===== src/rtl/audio_stream_reader_pkg.sv =====
// Shared types and constants for the SD-card audio refill/playback path.
package audio_stream_reader_pkg;

  typedef enum logic [1:0] {
    R_IDLE = 2'd0,
    R_REQ  = 2'd1,
    R_XFER = 2'd2,
    R_DONE = 2'd3
  } refill_state_t;

  localparam int unsigned BLOCK_BYTES_DEF = 512;
  localparam logic [7:0]  SILENCE_DEF     = 8'h80;

  function automatic logic [15:0] sat_inc16(input logic [15:0] v);
    return (v == 16'hFFFF) ? v : v + 16'd1;
  endfunction

endpackage


===== src/rtl/audio_stream_reader_tick_gen.sv =====
// Free-running strobe generator: one-cycle tick every DIV cycles while enabled.
module audio_stream_reader_tick_gen #(
  parameter int unsigned DIV = 2083
) (
  input  logic clk,
  input  logic reset_n,
  input  logic enable,
  output logic tick
);

  localparam int unsigned CW = (DIV > 1) ? $clog2(DIV) : 1;
  localparam logic [CW-1:0] LAST = CW'(DIV - 1);

  logic [CW-1:0] cnt;

  always_ff @(posedge clk or negedge reset_n) begin
    if (!reset_n) begin
      cnt <= '0;
    end else if (!enable || cnt == LAST) begin
      cnt <= '0;
    end else begin
      cnt <= cnt + 1'b1;
    end
  end

  assign tick = enable && (cnt == LAST);

endmodule


===== src/rtl/audio_stream_reader.sv =====
// Keeps the audio sample FIFO topped up from SD block reads and pops one
// sample per playback tick towards the PWM stage.
module audio_stream_reader
  import audio_stream_reader_pkg::*;
#(
  parameter int unsigned CLK_HZ       = 100_000_000,
  parameter int unsigned SAMPLE_HZ    = 48_000,
  parameter int unsigned FIFO_DEPTH   = 2048,
  parameter int unsigned BLOCK_BYTES  = BLOCK_BYTES_DEF,
  parameter int unsigned REFILL_LEVEL = 1024,
  parameter logic [7:0]  SILENCE      = SILENCE_DEF
) (
  input  logic                          clk,
  input  logic                          reset_n,
  input  logic                          enable,
  input  logic [31:0]                   start_addr,
  input  logic [31:0]                   end_addr,
  input  logic                          sd_ready,
  input  logic                          sd_byte_available,
  output logic                          sd_rd,
  output logic [31:0]                   sd_adr,
  input  logic [$clog2(FIFO_DEPTH)-1:0] fifo_count,
  input  logic                          fifo_full,
  input  logic                          fifo_empty,
  input  logic [7:0]                    fifo_dout,
  output logic                          fifo_wr_en,
  output logic                          fifo_rd_en,
  output logic [7:0]                    sample_out,
  output logic                          sample_valid,
  output logic                          playing,
  output logic [15:0]                   underrun_count,
  output logic                          overflow
);

  localparam int unsigned DIV   = CLK_HZ / SAMPLE_HZ;
  localparam int unsigned CNT_W = $clog2(FIFO_DEPTH);
  localparam int unsigned BC_W  = $clog2(BLOCK_BYTES) + 1;
  localparam logic [CNT_W-1:0] REFILL_LVL = CNT_W'(REFILL_LEVEL);
  localparam logic [BC_W-1:0]  BLOCK_LAST = BC_W'(BLOCK_BYTES);
  localparam logic [31:0]      ADR_STEP   = 32'(BLOCK_BYTES);

  logic          enable_d;
  logic          enable_rise;
  logic [31:0]   start_lat;
  logic          tick;
  logic          vld_p1;
  refill_state_t state, state_next;
  logic [BC_W-1:0] byte_cnt;
  logic [31:0]   adr_sum;
  logic [31:0]   adr_next;

  assign enable_rise = enable && !enable_d;

  // Enable edge detection and play state
  always_ff @(posedge clk or negedge reset_n) begin
    if (!reset_n) begin
      enable_d <= 1'b0;
      playing  <= 1'b0;
    end else begin
      enable_d <= enable;
      playing  <= enable && (playing || enable_rise);
    end
  end

  always_ff @(posedge clk) begin
    if (enable_rise) begin
      start_lat <= start_addr;
    end
  end

  audio_stream_reader_tick_gen #(
    .DIV(DIV)
  ) u_tick (
    .clk     (clk),
    .reset_n (reset_n),
    .enable  (playing),
    .tick    (tick)
  );

  // Stage p0: tick issues the pop; stage p1: FIFO data is valid and captured
  always_ff @(posedge clk or negedge reset_n) begin
    if (!reset_n) begin
      fifo_rd_en     <= 1'b0;
      vld_p1         <= 1'b0;
      sample_out     <= SILENCE;
      sample_valid   <= 1'b0;
      underrun_count <= '0;
    end else begin
      fifo_rd_en   <= tick && !fifo_empty;
      vld_p1       <= fifo_rd_en;
      sample_valid <= 1'b0;
      if (!playing) begin
        sample_out <= SILENCE;
      end else if (vld_p1) begin
        sample_out   <= fifo_dout;
        sample_valid <= 1'b1;
      end else if (tick && fifo_empty) begin
        sample_out     <= SILENCE;
        sample_valid   <= 1'b1;
        underrun_count <= sat_inc16(underrun_count);
      end
    end
  end

  always_ff @(posedge clk or negedge reset_n) begin
    if (!reset_n) begin
      state <= R_IDLE;
    end else begin
      state <= state_next;
    end
  end

  // The controller cannot abort, so a started block always runs to completion
  always_comb begin
    state_next = state;
    sd_rd      = 1'b0;
    fifo_wr_en = 1'b0;
    unique case (state)
      R_IDLE: begin
        if (playing && fifo_count <= REFILL_LVL && sd_ready) begin
          state_next = R_REQ;
        end
      end
      R_REQ: begin
        sd_rd = 1'b1;
        if (!sd_ready) begin
          state_next = R_XFER;
        end
      end
      R_XFER: begin
        fifo_wr_en = sd_byte_available && !fifo_full;
        if (byte_cnt == BLOCK_LAST && sd_ready) begin
          state_next = R_DONE;
        end
      end
      R_DONE: begin
        state_next = R_IDLE;
      end
      default: begin
        state_next = R_IDLE;
      end
    endcase
  end

  assign adr_sum  = sd_adr + ADR_STEP;
  assign adr_next = (adr_sum >= end_addr) ? start_lat : adr_sum;

  always_ff @(posedge clk or negedge reset_n) begin
    if (!reset_n) begin
      byte_cnt <= '0;
      overflow <= 1'b0;
      sd_adr   <= '0;
    end else begin
      if (state == R_REQ) begin
        byte_cnt <= '0;
      end else if (state == R_XFER && sd_byte_available && byte_cnt != BLOCK_LAST) begin
        byte_cnt <= byte_cnt + 1'b1;
      end
      if (state == R_XFER && sd_byte_available && fifo_full) begin
        overflow <= 1'b1;
      end
      if (enable_rise) begin
        sd_adr <= start_addr;
      end else if (state == R_DONE) begin
        sd_adr <= adr_next;
      end
    end
  end

endmodule


===== config.mk =====
export PLATFORM = sky130hd
export DESIGN_NAME = audio_stream_reader
export DESIGN_NICKNAME = d
export VERILOG_FILES = /design/src/rtl/audio_stream_reader_pkg.sv /design/src/rtl/audio_stream_reader_tick_gen.sv /design/src/rtl/audio_stream_reader.sv
export SDC_FILE = /design/constraint.sdc
export NUM_CORES = 1
export LEC_CHECK = 0
export BUFFER_PORTS_ARGS = -buffer_cell sky130_fd_sc_hd__buf_4
export CORE_MARGIN = 5
export CORE_UTILIZATION = 49
export CTS_CLUSTER_DIAMETER = 40
export DETAILED_ROUTE_END_ITERATION = 7
export GPL_TIMING_DRIVEN = 1
export PLACE_DENSITY = 0.75
export SLEW_MARGIN = 20
export SYNTH_ARGS = -nofsm -noshare
export SYNTH_HDL_FRONTEND = slang
export SYNTH_SLANG_ARGS = --single-unit

===== constraint.sdc =====
create_clock -name clk -period 3.1 [get_ports clk]
set_input_delay 0.62 -clock clk [delete_from_list [all_inputs] [get_ports clk]]
set_output_delay 0.62 -clock clk [all_outputs]
set_load 0.1 [all_outputs]

==> flow_results.org <==
** Critical path
- Data on the critical path is required at its endpoint by 3.40 ns.
- Critical path, cell by cell :: nand4_1 > buf_6 > nor3_4 > buf_4 > nand2_1 > xnor2_2 > ha_4 > nand4_1 > or4_4 > inv_4 > o31a_1 > buf_6 > nor3_1 > o31ai_1
- Kind of end point of the critical path :: flop
- Largest driver fanout on the critical path :: 12
- For this design, the slowest cell found on the critical path is sky130_fd_sc_hd__or4_4.
- The worst setup path is launched from a flop.
- Worst EP arrival :: 3.61 ns
- WS Path Type :: flop to flop
- Longest individual stage delay on the worst path :: 0.57 ns

** Power
- IR analysis of the VDD net gives a maximum drop of 0.432 mV.
- Power Dens Cells :: 940 nW/um2
- Leak pwr :: 4.16 nW

** CTS
- Later-pin clock latency in the skew report :: 0.42 ns
- Hold repair after CTS inserted 0 buffers.
- Clock tree synthesis found a total of 118 sinks.
- The longest clock path from root to sink contains 2 buffers.
- The clock tree synthesis step divided the H-tree into 4 levels.
- Clock tree synthesis inserted a total of 17 buffers.
- Clock tree synthesis selected as its root buffer the cell sky130_fd_sc_hd__clkbuf_16.
- Clock-pin slew on the worst setup and hold paths :: 0.05 ns
- TritonCTS clock tree :: done

** GRT
- Via count of the first global-routing pass :: 5893
- Maximum number of pins on one net before global-route repair :: 87
- First-pass GRT wire length :: 29.2 mm
- Antenna violations before repair :: 0
- Aggregate global-route resource usage :: 0.229
- Final global-route overflow total :: 0

** Status
- Violations in the final reports :: negative setup slack
- The flow ran to the end, but the final reports show violations.

** Detailed routing
- For this run, design rule violations remaining after detail routing come to 0.
- The first routing iteration left 490 violations.
- Summed over all layers, the routed wires come to 18.2 mm.
- Avg Vias per Cell :: 5.60
- Post-detailed-route wirelength per cell :: 17.8 um
- Total iterations of the first detailed-routing run :: 5
- For this block, the via count after detailed routing is 5728.
- In this run the remaining antenna-violating nets after routing total 0.

** Timing
- The worst path in the final design needs a cycle of 3.31 ns, including I/O delays and setup.
- Setup repair after global routing missed its margin :: yes
- The worst pin sits at a relative slew slack of 0.406.
- Timing would allow up to 302 MHz.
- Setup Total Neg Slack :: -4.41 ns
- Worst Hold Slack :: 0.330 ns
- Count of final hold-check violations :: 0
- Count of pins over their slew limit :: 0
- Post-route worst setup slack :: -0.212 ns
- Clock skew :: 0.00463 ns
- Fin crit share :: 1.07
- Setup violations remaining at the end of the flow were counted as 32.
- For the pin with the worst max-slew slack, the measured transition is 0.891 ns.

** Die
- Full die area :: 15700 um2
- Die width :: 125 um
- Vertical extent of the die :: 125 um
- In this run the count of I/O pins placed on the die edge is 152.
- For this configuration, the core starts out at a cell density of 0.495.
- The core region is 13100 um2.
- The floorplan has 42 rows.

** Finish
- Final antenna diode count :: 0
- The area growth from synthesis to layout is 38.4%.
- Number of standard cells in the final layout excluding fillers :: 1023
- Layout fillers :: 996
- In the final design database the tool counted 966 nets.
- Of the cells placed in the final design, the portion with a size suffix greater than 1 is 0.335.
- The finished cells cover 8990 um2.

** Yosys
- Most instantiated cells after synthesis :: sky130_fd_sc_hd__dfrtp_1 (85), sky130_fd_sc_hd__a21oi_1 (71), sky130_fd_sc_hd__inv_1 (49)
- For this run, the register share of the synthesized area comes to 0.479.
- After synthesis, the share of flip-flops with an asynchronous set or reset is 0.729.
- Nets in the synthesized netlist :: 777
- The share of synthesized area in the top cell type comes to 0.327.
- Synthesized area per cell :: 10.1 um2
- The Yosys step of the flow raised 0 warnings.
- sky130_fd_sc_hd__dfrtp_1 is the most common cell in the netlist.
- In the synthesized netlist the dominant register cell turns out to be sky130_fd_sc_hd__dfrtp_1.
- By area the synthesized netlist is led by sky130_fd_sc_hd__dfrtp_1 (33%), sky130_fd_sc_hd__edfxtp_1 (15%), sky130_fd_sc_hd__ha_1 (8.1%), sky130_fd_sc_hd__a21oi_1 (5.5%), sky130_fd_sc_hd__xnor2_1 (3.8%).
- Summing every instance area after synthesis gives 6500 um2.
- The synthesized design spends more area on one cell type than any other, namely sky130_fd_sc_hd__dfrtp_1.
- Gate count of the mapped netlist :: 645
- Count of flip-flops with a built-in enable after synthesis :: 32
- Cell variety after synth :: 48
- Register bit count reported by yosys :: 118

** Place
- The count of buffers added on input and output ports is 151.
- Summing all placed instances gives a cell area of 8060 um2.
- The congestion estimate from routability-driven global placement came to 0.844.
- Number of cells after detailed placement :: 972
- HPWL after detailed placement :: 12.4 mm

** Worst hold path
- The min-delay analysis places its worst path in the category input port to asynchronous set/reset pin.

** Job
- Across the run, the number of max-cap violations was 0.
==> sequential cells by signal, indices dropped and copies added (netlist names), 2 cells and up <==
name	flops
byte_cnt	10
sample_out	8
sd_adr	32
start_lat	32
state	2
u_tick.cnt	12
underrun_count	16
==> timing repair <==
item	in CTS	in global routing
cloned	2	1
resized for setup	15	23
endpoints found under the setup margin	32	32
buffers inserted	11	8
pin swaps	11	20
==> logic make-up (layout without fill, tap and decap cells) <==
group	count (synthesis)	in the layout	synth area share
AOI/OAI and AO/OA	128	128	0.124
xor gates and xnor gates	56	56	0.0755
adders and majority gates	42	42	0.0809
buffers and inverters	77	279	0.0456
DFF	118	118	0.479
muxes	13	13	0.0204
and+or+nand+nor	211	211	0.174
==> per-layer routing <==
metal  up-vias  GRT usage  wire [um]  part of all wire
met2       229      0.388       9080              0.50
met5         -          0          0                 0
li1       2687          -          -                 -
met4         0     0.0816        457             0.025
met1      2770      0.278       7230              0.40
met3        42     0.0674       1400             0.077
==> metrics by stage <==
step                       util  worst slack (ns)  total power [mW]
after floorplan               -            -0.150              5.09
after global placement    0.613            -0.138              6.02
after detailed placement  0.613            -0.280              6.13
after CTS                 0.673            -0.119              8.25
after global routing      0.684            -0.392              8.86
final                     0.684            -0.212              8.45
==> report_power, final <==
group          switching [mW]  total [mW]  internal (mW)
Sequential              0.291        2.20           1.90
Clock                   0.737        2.01           1.27
Combinational            2.89        4.24           1.35
==> cell type report <==
type,count,area [um2],share of cell area
clock buffer,21,514,0.0572
clock inverter,11,111,0.0124
inverter,50,190,0.0211
multi-input combinational,450,3270,0.363
sequential,118,3160,0.352
tap,176,220,0.0245
timing repair buffer,197,1530,0.170
==> layout by cell type, fill, tap and decap left out, drive strengths merged, types with 3 or more instances in the layout <==
cell type / Yosys / routed
a21oi: 71 / 71
a22o: 7 / 7
and2: 13 / 13
and3: 14 / 14
and4: 4 / 4
buf: 6 / 196
clkbuf: 21 / 22
clkinv: 1 / 7
dfrtp: 85 / 85
edfxtp: 32 / 32
ha: 42 / 42
inv: 49 / 51
mux2i: 11 / 11
nand2: 31 / 31
nand3: 19 / 19
nand4: 24 / 24
nor2: 42 / 42
nor3: 29 / 29
nor3b: 22 / 22
nor4: 3 / 3
o21ai: 9 / 9
o31ai: 22 / 22
or4: 3 / 3
xnor2: 28 / 28
xor2: 28 / 28
==> path summary, 6_finish.rpt <==
path | cells after the start | startpoint | end | slack, ns
setup / recovery | 14 | sd_adr[20] | sd_adr[13] | -0.21
hold / removal | 1 | reset_n | sd_adr[18] | 0.33
setup reg to reg | 14 | sd_adr[20] | sd_adr[13] | -0.21
hold reg to reg | 0 | fifo_rd_en | vld_p1 | 0.40
max in group asynchronous | 2 | reset_n | sample_out[7] | 1.98
min in group clk | 1 | enable | enable_d | 0.33
==> worst max-delay path, delay by kind of cell, from the launching register on <==
kind                     cells  cell delay (ns)
AO/OA/AOI/OAI                2             0.44
AND/OR/NAND/NOR              6             1.25
flip-flops                   1             0.41
XOR/XNOR                     1             0.19
buffers and inverters        4             0.58
adder cells (fa/ha/maj)      1             0.31
Note: power is estimated with default switching activity, not from simulation.
